## src/rtl/fetch_control_if.sv

```systemverilog
// Fetch-unit bus: hazard/redirect inputs, instruction-ROM port, IF/ID register and status outputs.
interface fetch_control_if;
  logic        Stall;
  logic        Redirect;
  logic [31:0] RedirectTarget;
  logic [31:0] ImemAddress;
  logic [31:0] ImemInstruction;
  logic        IfIdValid;
  logic [31:0] IfIdPC;
  logic [31:0] IfIdPCPlus4;
  logic [31:0] IfIdInstruction;
  logic        Fault;
  logic [1:0]  FaultCode;
  logic [31:0] FetchCount;
  logic [31:0] BubbleCount;

  modport master (
    input  Stall, Redirect, RedirectTarget, ImemInstruction,
    output ImemAddress, IfIdValid, IfIdPC, IfIdPCPlus4, IfIdInstruction,
           Fault, FaultCode, FetchCount, BubbleCount
  );

  modport slave (
    output Stall, Redirect, RedirectTarget, ImemInstruction,
    input  ImemAddress, IfIdValid, IfIdPC, IfIdPCPlus4, IfIdInstruction,
           Fault, FaultCode, FetchCount, BubbleCount
  );
endinterface

```

## src/rtl/fetch_control.sv

```systemverilog
// Instruction-fetch sequencer: PC, IF/ID register, stall/redirect handling and fetch-fault detection.
// Optional performance counters are built when FETCH_PERF_EN is defined.
module fetch_control #(
  parameter logic [31:0] RESET_PC   = 32'h0000_0000,
  parameter int unsigned IMEM_WORDS = 256
) (
  input logic             clk,
  input logic             reset_n,
  fetch_control_if.master bus
);
  localparam int unsigned XLEN = 32;

  localparam logic [1:0] ST_BOOT  = 2'd0;
  localparam logic [1:0] ST_RUN   = 2'd1;
  localparam logic [1:0] ST_FAULT = 2'd2;

  localparam logic [1:0] FC_NONE     = 2'd0;
  localparam logic [1:0] FC_MISALIGN = 2'd1;
  localparam logic [1:0] FC_RANGE    = 2'd2;

  logic [1:0]      state_q, state_d;
  logic [XLEN-1:0] pc_q, pc_d;
  logic            ifid_valid_q, ifid_valid_d;
  logic [XLEN-1:0] ifid_pc_q, ifid_pc_d;
  logic [XLEN-1:0] ifid_pc4_q, ifid_pc4_d;
  logic [XLEN-1:0] ifid_instr_q, ifid_instr_d;
  logic            fault_q, fault_d;
  logic [1:0]      fault_code_q, fault_code_d;

  logic redirect_misaligned;
  logic pc_out_of_range;

  assign redirect_misaligned = bus.Redirect && (bus.RedirectTarget[1:0] != 2'b00);
  assign pc_out_of_range     = {2'b00, pc_q[31:2]} >= IMEM_WORDS;

  // State and datapath registers
  always_ff @(posedge clk or negedge reset_n) begin
    if (!reset_n) begin
      state_q      <= ST_BOOT;
      pc_q         <= RESET_PC;
      ifid_valid_q <= 1'b0;
      ifid_pc_q    <= '0;
      ifid_pc4_q   <= '0;
      ifid_instr_q <= '0;
      fault_q      <= 1'b0;
      fault_code_q <= FC_NONE;
    end else begin
      state_q      <= state_d;
      pc_q         <= pc_d;
      ifid_valid_q <= ifid_valid_d;
      ifid_pc_q    <= ifid_pc_d;
      ifid_pc4_q   <= ifid_pc4_d;
      ifid_instr_q <= ifid_instr_d;
      fault_q      <= fault_d;
      fault_code_q <= fault_code_d;
    end
  end

  // Next-state and next-register logic; RUN decisions in priority order
  always_comb begin
    state_d      = state_q;
    pc_d         = pc_q;
    ifid_valid_d = ifid_valid_q;
    ifid_pc_d    = ifid_pc_q;
    ifid_pc4_d   = ifid_pc4_q;
    ifid_instr_d = ifid_instr_q;
    fault_d      = fault_q;
    fault_code_d = fault_code_q;

    case (state_q)
      ST_BOOT: begin
        state_d = ST_RUN;
      end
      ST_RUN: begin
        if (redirect_misaligned) begin
          state_d      = ST_FAULT;
          fault_d      = 1'b1;
          fault_code_d = FC_MISALIGN;
          ifid_valid_d = 1'b0;
          ifid_instr_d = '0;
        end else if (bus.Redirect) begin
          pc_d         = bus.RedirectTarget;
          ifid_valid_d = 1'b0;
          ifid_instr_d = '0;
        end else if (bus.Stall) begin
          pc_d = pc_q;
        end else if (pc_out_of_range) begin
          state_d      = ST_FAULT;
          fault_d      = 1'b1;
          fault_code_d = FC_RANGE;
          ifid_valid_d = 1'b0;
          ifid_instr_d = '0;
        end else begin
          ifid_pc_d    = pc_q;
          ifid_pc4_d   = pc_q + XLEN'(4);
          ifid_instr_d = bus.ImemInstruction;
          ifid_valid_d = 1'b1;
          pc_d         = pc_q + XLEN'(4);
        end
      end
      ST_FAULT: begin
        state_d = ST_FAULT;
      end
      default: begin
        state_d = ST_BOOT;
      end
    endcase
  end

  assign bus.ImemAddress     = pc_q;
  assign bus.IfIdValid       = ifid_valid_q;
  assign bus.IfIdPC          = ifid_pc_q;
  assign bus.IfIdPCPlus4     = ifid_pc4_q;
  assign bus.IfIdInstruction = ifid_instr_q;
  assign bus.Fault           = fault_q;
  assign bus.FaultCode       = fault_code_q;

`ifdef FETCH_PERF_EN
  logic [XLEN-1:0] fetch_count_q;
  logic [XLEN-1:0] bubble_count_q;
  logic            run_fetch;
  logic            run_bubble;

  assign run_fetch  = (state_q == ST_RUN) && !bus.Redirect && !bus.Stall && !pc_out_of_range;
  assign run_bubble = (state_q == ST_RUN) &&
                      (bus.Stall || (bus.Redirect && !redirect_misaligned));

  // Saturating counters; only RUN cycles count, so they freeze in FAULT
  always_ff @(posedge clk or negedge reset_n) begin
    if (!reset_n) begin
      fetch_count_q  <= '0;
      bubble_count_q <= '0;
    end else begin
      if (run_fetch && (fetch_count_q != '1)) begin
        fetch_count_q <= fetch_count_q + XLEN'(1);
      end
      if (run_bubble && (bubble_count_q != '1)) begin
        bubble_count_q <= bubble_count_q + XLEN'(1);
      end
    end
  end

  assign bus.FetchCount  = fetch_count_q;
  assign bus.BubbleCount = bubble_count_q;
`else
  assign bus.FetchCount  = '0;
  assign bus.BubbleCount = '0;
`endif

endmodule

```

## src/flat_wrapper.sv

```systemverilog
// flat-port wrapper written by rule: the top's interface ports become plain ports
module fetch_control_flat 
#(
  parameter logic [31:0] RESET_PC   = 32'h0000_0000,
  parameter int unsigned IMEM_WORDS = 256
)
  (clk, reset_n, bus_Stall, bus_Redirect, bus_RedirectTarget, bus_ImemInstruction, bus_ImemAddress, bus_IfIdValid, bus_IfIdPC, bus_IfIdPCPlus4, bus_IfIdInstruction, bus_Fault, bus_FaultCode, bus_FetchCount, bus_BubbleCount);
  fetch_control_if bus_i ();
  input logic clk;
  input logic reset_n;
  input wire logic [$bits(bus_i.Stall)-1:0] bus_Stall;
  input wire logic [$bits(bus_i.Redirect)-1:0] bus_Redirect;
  input wire logic [$bits(bus_i.RedirectTarget)-1:0] bus_RedirectTarget;
  input wire logic [$bits(bus_i.ImemInstruction)-1:0] bus_ImemInstruction;
  output wire logic [$bits(bus_i.ImemAddress)-1:0] bus_ImemAddress;
  output wire logic [$bits(bus_i.IfIdValid)-1:0] bus_IfIdValid;
  output wire logic [$bits(bus_i.IfIdPC)-1:0] bus_IfIdPC;
  output wire logic [$bits(bus_i.IfIdPCPlus4)-1:0] bus_IfIdPCPlus4;
  output wire logic [$bits(bus_i.IfIdInstruction)-1:0] bus_IfIdInstruction;
  output wire logic [$bits(bus_i.Fault)-1:0] bus_Fault;
  output wire logic [$bits(bus_i.FaultCode)-1:0] bus_FaultCode;
  output wire logic [$bits(bus_i.FetchCount)-1:0] bus_FetchCount;
  output wire logic [$bits(bus_i.BubbleCount)-1:0] bus_BubbleCount;
  assign bus_i.Stall = bus_Stall;
  assign bus_i.Redirect = bus_Redirect;
  assign bus_i.RedirectTarget = bus_RedirectTarget;
  assign bus_i.ImemInstruction = bus_ImemInstruction;
  assign bus_ImemAddress = bus_i.ImemAddress;
  assign bus_IfIdValid = bus_i.IfIdValid;
  assign bus_IfIdPC = bus_i.IfIdPC;
  assign bus_IfIdPCPlus4 = bus_i.IfIdPCPlus4;
  assign bus_IfIdInstruction = bus_i.IfIdInstruction;
  assign bus_Fault = bus_i.Fault;
  assign bus_FaultCode = bus_i.FaultCode;
  assign bus_FetchCount = bus_i.FetchCount;
  assign bus_BubbleCount = bus_i.BubbleCount;
  fetch_control #(.RESET_PC(RESET_PC), .IMEM_WORDS(IMEM_WORDS)) u_core (.clk(clk), .reset_n(reset_n), .bus(bus_i));
endmodule
```

## config.mk

```make
export PLATFORM = sky130hd
export DESIGN_NAME = fetch_control_flat
export DESIGN_NICKNAME = d
export VERILOG_FILES = /design/src/rtl/fetch_control_if.sv /design/src/rtl/fetch_control.sv /design/src/flat_wrapper.sv
export SDC_FILE = /design/constraint.sdc
export NUM_CORES = 1
export LEC_CHECK = 0
export BUFFER_PORTS_ARGS = -buffer_cell sky130_fd_sc_hd__buf_4
export CORE_MARGIN = 4
export CORE_UTILIZATION = 47
export CTS_CLUSTER_SIZE = 28
export DETAILED_ROUTE_END_ITERATION = 6
export GPL_TIMING_DRIVEN = 0
export PLACE_DENSITY = 0.8
export SYNTH_ARGS = -nofsm -noshare
export SYNTH_HDL_FRONTEND = slang
export SYNTH_SLANG_ARGS = --single-unit
export TNS_END_PERCENT = 5
```

## constraint.sdc

```tcl
create_clock -name clk -period 2.47 [get_ports clk]
set_input_delay 0.247 -clock clk [delete_from_list [all_inputs] [get_ports clk]]
set_output_delay 0.247 -clock clk [all_outputs]
set_load 0.02 [all_outputs]
```

* Word-level counts from Yosys, hierarchy flattened
Index checks and enable logic that the tools add are counted.
** Storage, ports and cells
- Logic and storage cells :: 54
- Output and inout port bits :: 196
- Register bits after elaboration :: 134
** Operators by class
- Equal/unequal tests :: 10
- Reductions and logical operators :: 9
- $add $sub $neg :: 1
- Mux-type cells :: 21
- Bitwise logic cells :: 4
- Order comparisons :: 1
** Operator list (count)
- 32-bit 2-to-1 mux :: 7
- 32-bit by 3-bit adder with 32-bit output, second input constant :: 1
- 30-bit by 9-bit >= comparator with 1-bit output, second input constant :: 1
- 2-bit 2-to-1 mux :: 5
- 1-bit 2-to-1 mux :: 8
- 4-bit AND reduction :: 2
- 2-bit by 1-bit != test with 1-bit output, second input constant :: 3
- 3-bit by 1-bit != test with 1-bit output, second input constant :: 2
- 3-bit by 2-bit != test with 1-bit output, second input constant :: 2
- 2-bit one-hot mux with 3 select lines :: 1
- 5-bit AND reduction :: 1
- 1-bit NOT :: 4
- 2-bit nonzero test :: 2
- 3-bit AND reduction :: 1
- 2-bit by 1-bit equality test with 1-bit output, second input constant :: 1
- 2-bit equality test, second input constant :: 1
- 2-bit zero test :: 1
- 2-bit != test, second input constant :: 1
- 2-bit AND reduction :: 1
- 1-bit logical AND :: 1

* Longest topological paths before layout
Gate-level depths: netlist of the first run.
- Depth in word-level cells :: 6
- Depth in mapped cells :: 8

* Least setup slack after synthesis of the first run
Ideal clock, no wire load.
- Path kind :: reg2reg
- Start :: reg u_core.pc_q[12], in the netlist u_core.bus.ImemAddress[12]
- End :: reg u_core.ifid_pc4_q[10], in the netlist u_core.bus.IfIdPCPlus4[10]
- Setup time :: 125 ps
- Cell stages (with the launch flop) :: 8
- Arrival time :: 2082 ps
- Slack :: 263 ps
- Buffers on the path :: 2
- Clock period less this slack :: 2207 ps
- Data required time :: 2345 ps
- Cell sequence :: dfrtp_1 nor4_1 nand4_1 or3_1 buf_4 nor2_8 buf_6 mux2_2
** Between the ends
- Word-level cells in the longest chain between the ends :: 3
** Ends and longest elaborated chain
- start: declaration :: RTL line fetch_control.sv:22 : logic [XLEN-1:0] pc_q, pc_d;
- start signal: assignment :: RTL line fetch_control.sv:49 : pc_q <= pc_d;
- 30-bit by 9-bit >= comparator with 1-bit output :: RTL line fetch_control.sv:34 : assign pc_out_of_range = {2'b00, pc_q[31:2]} >= IMEM_WORDS;
- 1-bit NOT (no source line)
- 5-bit AND reduction (no source line)
- end signal: assignment :: RTL line fetch_control.sv:52 : ifid_pc4_q <= ifid_pc4_d;
- end: declaration :: RTL line fetch_control.sv:25 : logic [XLEN-1:0] ifid_pc4_q, ifid_pc4_d;
Every way passes these cells.
A chain may end at the register's enable or synchronous reset.

* Worst setup path after layout of the first run
- Start :: reg u_core.pc_q[12], in the netlist u_core.bus.ImemAddress[12]
- End :: reg u_core.ifid_pc4_q[9], in the netlist u_core.bus.IfIdPCPlus4[9]
The elaborated chain is that of the path after synthesis.

==> reports/metrics.yaml, run 1 <==
synth_most_common_cell: "dfrtp_1"
boundaryPins: 264
placement.io_buffers: 199
synth_commonest_cells: "dfrtp_1 (132), nand2_1 (81), buf_4 (67)"
p_per_area_nw_per_um2: 847
slew_violations: 0
required_ns: 2.76
gp_congestion: 0.915
num_antenna_cells: 0
clk_pin_slew_ns: 0.05
worst_slew_pin_slew_ns: 0.694
swShare: 0.338
ant_nets: 0
p_int_uw: 4790
fmax_mhz: 424
fp-row-count: 40
arrival_ns: 2.65
cp-end-kind: "flop"
critPathMaxStageDelay_ns: 0.45
htreeDepth: 4
grt_pass1_wl_um: 26600
routed_wl_um: 17100
numCtsBuffers: 17
core-area_um2: 12200
async_reset_ff_frac: 1.00
cp_cell_sequence: "nor4_2, nand4_1, or3_4, buf_4, nor2_8, buf_8, mux2_2"
area_growth_pct: 43.9
antenna_found_initial: 0
syn_area_um2: 5930
cts_sinks: 132
ir_worst_vdd_uv: 606
synth_area_leaders: "dfrtp_1 (56%), buf_4 (8.5%), nand2_1 (5.1%)"
gr-total-overflow: 0
firstDrtPassIters: 5
cap_violations: 0
die_y_um: 120
fillers: 922
via_count: 5127
syn-instance-count: 579
ys_warn_count: 0
p_seq_frac: 0.394
synth-edff-count: 0
cp_max_fo: 10
drc: 0
yosys.area.top_type_share: 0.557
clkPwrFrac: 0.338
drive_above_1_share: 0.386
finalSetupViolCount: 0
placed_area_um2: 7910
syn_avg_cell_area_um2: 10.2
synth_cell_types: 44
finClkSkew_ns: 0.00762
critPathKind: "flop to flop"
drt_iter0_markers: 437
p_leak_uw: 0.00456
power_switching_uw: 2440
ys_ff_latch: 132
final_cell_area_um2: 8540
start_util: 0.488
synth_area_leader_cell: "dfrtp_1"
grt_max_degree: 77
cts_tree: "yes"
ys_seq_area_frac: 0.557
run_status: "finished clean"
period_needed_ns: 2.36
dieArea_um2: 14500
final_core_util: 0.702
hpwl_um: 13000
cts_max_path_buffers: 2
vias_per_cell: 4.90
post-route-period-util: 0.955
maxSlewHeadroom: 0.533
root_buffer: "clkbuf_16"
worst_path_max_delay_cell: "or3_4"
die_w_um: 120
grt_usage: 0.233
clk_latency_ns: 0.41
combPwrFrac: 0.268
min-delay-path-class: "input port to flop"
synthFlopType: "dfrtp_1"
start_kind: "flop"
final_net_count: 937
avgRoutedWirePerCell_um: 16.3
grt_pass1_vias: 5228
final-hold-violation-count: 0
[path summary, 6_finish.rpt]
check,startpoint,end,slack (ns),cells after the start
min,bus_ImemInstruction[0],u_core.bus.IfIdInstruction[0]$_DFFE_PN0P_,0.09,3
min reg2reg,u_core.bus.IfIdValid$_DFFE_PN0P_,u_core.bus.IfIdValid$_DFFE_PN0P_,0.48,1
max in group asynchronous,reset_n,u_core.bus.IfIdInstruction[14]$_DFFE_PN0P_,1.34,3
min in group asynchronous,reset_n,u_core.bus.IfIdPC[7]$_DFFE_PN0P_,0.37,2
max,u_core.bus.ImemAddress[12]$_DFFE_PN0P_,u_core.bus.IfIdPCPlus4[9]$_DFFE_PN0P_,0.11,7
max reg2reg,u_core.bus.ImemAddress[12]$_DFFE_PN0P_,u_core.bus.IfIdPCPlus4[9]$_DFFE_PN0P_,0.11,7
[cells in the final DEF (no fill, tap or decap), types with 3 or more instances in the layout]
master     instances
a21oi_1           17
a2bb2oi_1          3
and2_1             3
buf_2              5
buf_4            268
clkbuf_1          23
clkbuf_16         17
clkbuf_8           3
clkinv_2           6
conb_1            64
dfrtp_1          130
ha_1               4
inv_1             23
mux2_2            21
nand2_1           81
nand3_1           10
nand4_1           18
nor2_1            18
nor2b_1           46
nor3_1             3
nor4_1             7
o21ai_0           51
o22a_1             4
o22ai_1            4
xnor2_1            4
xor2_1             3
[registers in the layout, summed over array words and instances, names as in the netlist]
register	cells
u_core.bus.FaultCode	2
u_core.bus.IfIdPCPlus4	30
u_core.bus.ImemAddress	32
u_core.bus.Fault	1
u_core.state_q	2
u_core.bus.IfIdInstruction	32
u_core.bus.IfIdValid	1
u_core.bus.IfIdPC	32
[logic make-up after synthesis]
group	synth area share
mux	0.0432
fa+ha+maj	0.00844
other cells	0.000632
compound gates	0.0909
buf+inv	0.123
simple gates	0.166
flops	0.557
xor+xnor	0.0103
[routing by layer]
| metal | up-vias | wire, µm | GRT usage |
|---|---|---|---|
| met5 | - | 0 | 0 |
| met4 | 0 | 348 | 0.0779 |
| met3 | 33 | 1780 | 0.0776 |
| met2 | 263 | 8340 | 0.392 |
| met1 | 2455 | 6600 | 0.284 |
| li1 | 2376 | - | - |
[per-stage QoR]
stage	power (µW)	hold slack [ns]	TNS, ns	instances	setup slack, ns
2_1_floorplan	3890	-0.0486	0	642	0.263
3_3_place_gp	4740	0.464	0	1009	0.0143
3_5_place_dp	4790	0.258	-0.0363	1010	-0.0128
4_1_cts	7240	0.0745	0	1046	0.0383
5_1_grt	7580	0.0775	-0.906	1046	-0.0356
6_report	7230	0.0854	0	1046	0.112
[repair_timing]
item / 4_1_cts / 5_1_grt
setup buffers: 3 / 0
gates resized for setup: 0 / 10
pin swaps: 1 / 0
setup endpoints to repair: 16 / 91
hold buffers: 1 / 0
endpoints found under the hold margin: 56 / 0
[area by class of cell]
class / instances / area (µm²) / area share
buffer: 98 / 651 / 0.0762
clock buffer: 22 / 474 / 0.0555
clock inverter: 10 / 105 / 0.0123
inverter: 24 / 90.1 / 0.0105
multi-input combinational: 388 / 2150 / 0.251
sequential: 132 / 3310 / 0.387
tap: 168 / 210 / 0.0246
timing repair buffer: 204 / 1560 / 0.182
[worst max-delay path, delay by kind of cell, from the launching register on]
kind | cells | cell delay [ns]
buffers and inverters | 2 | 0.37
and+or+nand+nor | 4 | 1.06
muxes | 1 | 0.34
DFF | 1 | 0.44
[power by group through the flow]
stage / Combinational, µW / Clock [µW] / Sequential, µW
after floorplan: 847 / 0 / 3040
after global placement: 1880 / 0 / 2860
after detailed placement: 1930 / 0 / 2860
after CTS: 1940 / 2470 / 2830
after global routing: 2110 / 2580 / 2880
final: 1940 / 2440 / 2850
Power figures use the tool's default switching activity.
==> run 2, diff against run 1 <==
--- a/config.mk
+++ b/config.mk
@@ -12,6 +12,8 @@
 export DETAILED_ROUTE_END_ITERATION = 6
 export GPL_TIMING_DRIVEN = 0
 export PLACE_DENSITY = 0.8
+export RECOVER_POWER = 100
+export SLEW_MARGIN = 20
 export SYNTH_ARGS = -nofsm -noshare
 export SYNTH_HDL_FRONTEND = slang
 export SYNTH_SLANG_ARGS = --single-unit
==> reports/metrics.yaml, run 2 (synthesis results as in run 1) <==
drive_above_1_share: 0.247  # -0.139
worst_slack_ns: 0.0793  # -0.0327 ns
required_ns: 2.76  # about the same
dieArea_um2: 14500  # unchanged
layout_commonest_cell: "buf_4"
finalSetupViolCount: 0  # unchanged
numCtsBuffers: 17  # unchanged
rr_worst_depth: 7  # unchanged
finClkSkew_ns: 0.00710  # -0.000523 ns
clkPwrFrac: 0.373  # +0.035
arrival_ns: 2.68  # +0.03 ns
p_int_uw: 4930  # +3.0%
place_ws_ns: -0.0216  # -0.00873 ns
antenna_found_initial: 0  # unchanged
r2r_slack_ns: 0.08  # -0.03 ns
dp.cells: 1010  # unchanged
fp-row-count: 40  # unchanged
p_leak_uw: 0.00408  # -10%
grt_setup_unrepaired: "yes"
period_needed_ns: 2.39  # +0.0327 ns
grt_pass1_vias: 5246  # +0.34%
cts_tree: "yes"
final-hold-violation-count: 0  # unchanged
core-area_um2: 12200  # unchanged
gp_congestion: 0.915  # unchanged
die_w_um: 120  # unchanged
p_per_area_nw_per_um2: 907  # +7.1%
combPwrFrac: 0.241  # -0.027
swShare: 0.331  # -0.00620
slew_violations: 0  # unchanged
drt_iter0_markers: 406  # -7.1%
final_net_count: 937  # unchanged
avgRoutedWirePerCell_um: 16.5  # +0.89%
boundaryPins: 264  # unchanged
start_kind: "flop"
cts_max_path_buffers: 2  # unchanged
layout.cells.non_filler: 1045  # -0.096%
ir_worst_vdd_uv: 555  # -8.3%
grt_pass1_wl_um: 26800  # +0.78%
hpwl_um: 12900  # -1.1%
cp_num_cells: 7  # unchanged
cp_max_fo: 10  # unchanged
gr-total-overflow: 0  # unchanged
start_util: 0.488  # unchanged
cts_sinks: 132  # unchanged
hold_path_depth: 3  # unchanged
critPathKind: "flop to flop"
worst_slew_pin_slew_ns: 1.41  # +0.713 ns
clk_pin_slew_ns: 0.06  # about the same
cap_violations: 0  # unchanged
p_seq_frac: 0.386  # -0.008
post-route-period-util: 0.968  # +0.0132
final_cell_mix: "buf_4 (146), clkbuf_1 (143), dfrtp_1 (132), nand2_1 (81), conb_1 (64)"
min-delay-path-class: "input port to flop"
worst_path_max_delay_cell: "dfrtp_1"
routed_wl_um: 17200  # +0.79%
via_count: 5205  # +1.5%
die_y_um: 120  # unchanged
drc: 0  # unchanged
root_buffer: "clkbuf_16"
ant_nets: 0  # unchanged
htreeDepth: 4  # unchanged
cp_cell_sequence: "nor4_2, nand4_1, or3_4, buf_4, nor2_8, buf_6, mux2_2"
holdWs_ns: 0.0857  # +0.000273 ns
num_antenna_cells: 0  # unchanged
power_switching_uw: 2440  # +0.13%
run_status: "finished clean"
grt_usage: 0.236  # +0.00292
area_growth_pct: 37.0
fmax_mhz: 418  # -1.4%
clk_latency_ns: 0.41  # about the same
path_delay_family: "simple AND/OR/NAND/NOR gates"
cp-end-kind: "flop"
maxSlewHeadroom: 0.0622  # -0.471
placement.io_buffers: 199  # unchanged
critPathMaxStageDelay_ns: 0.45  # about the same
vias_per_cell: 4.98  # +1.6%
grt_max_degree: 77  # unchanged
path_buf_inv: 2  # unchanged
firstDrtPassIters: 6  # +1
[run 2: final cells by class]
type                       count  area (µm²)
clock buffer                  21         470
timing repair buffer         204        1080
clock inverter                10         178
inverter                      24        90.1
sequential                   132        3300
multi-input combinational    388        2150
fill                        1066        4030
tap                          168         210
buffer                        98         648
[run 2: through the flow]
step	total power (µW)	utilization	area, µm²	TNS, ns
2_1_floorplan	3890	-	6170	0
3_3_place_gp	4740	0.647	7870	0
3_5_place_dp	4790	0.650	7910	-0.119
4_1_cts	7540	0.706	8590	0
5_1_grt	7720	0.668	8130	-0.00502
6_report	7370	0.668	8130	0
[run 2: power groups by stage]
stage	clock network [µW]	logic [µW]	registers [µW]
4_1_cts	2780	1930	2830
2_1_floorplan	0	847	3040
3_3_place_gp	0	1880	2860
6_report	2750	1780	2850
5_1_grt	2890	1950	2880
3_5_place_dp	0	1930	2860
[run 2: worst paths after layout]
path	start	end
max in group asynchronous	reset_n	u_core.bus.IfIdInstruction[13]$_DFFE_PN0P_
worst max register to register	u_core.bus.ImemAddress[12]$_DFFE_PN0P_	u_core.bus.IfIdPCPlus4[8]$_DFFE_PN0P_
worst min register to register	u_core.bus.Fault$_DFFE_PN0P_	u_core.bus.Fault$_DFFE_PN0P_
worst max-delay path	u_core.bus.ImemAddress[12]$_DFFE_PN0P_	u_core.bus.IfIdPCPlus4[8]$_DFFE_PN0P_
worst min-delay path	bus_ImemInstruction[14]	u_core.bus.IfIdInstruction[14]$_DFFE_PN0P_
min in group asynchronous	reset_n	u_core.bus.IfIdPC[7]$_DFFE_PN0P_
[run 2: routing by layer]
metal	part of all wire	up-vias	global-route usage
li1	-	2383	-
met1	0.40	2497	0.286
met2	0.48	295	0.388
met3	0.10	30	0.0744
met4	0.021	0	0.106
met5	0	-	0
[run 2: worst reg2reg max path, stage by stage (launching register included)]
cell,delay (ns)
dfrtp_1,0.45
nor4_2,0.30
nand4_1,0.18
or3_4,0.44
buf_4,0.20
nor2_8,0.17
buf_6,0.19
mux2_2,0.35
[run 2: what timing repair did]
item | CTS | global route
hold buffers | 1 | 0
gates cloned | 0 | 0
hold endpoints to repair | 56 | 0
resized for setup | 0 | 10
endpoints found under the setup margin | 16 | 89
pin swaps | 1 | 1
setup buffers | 3 | 0
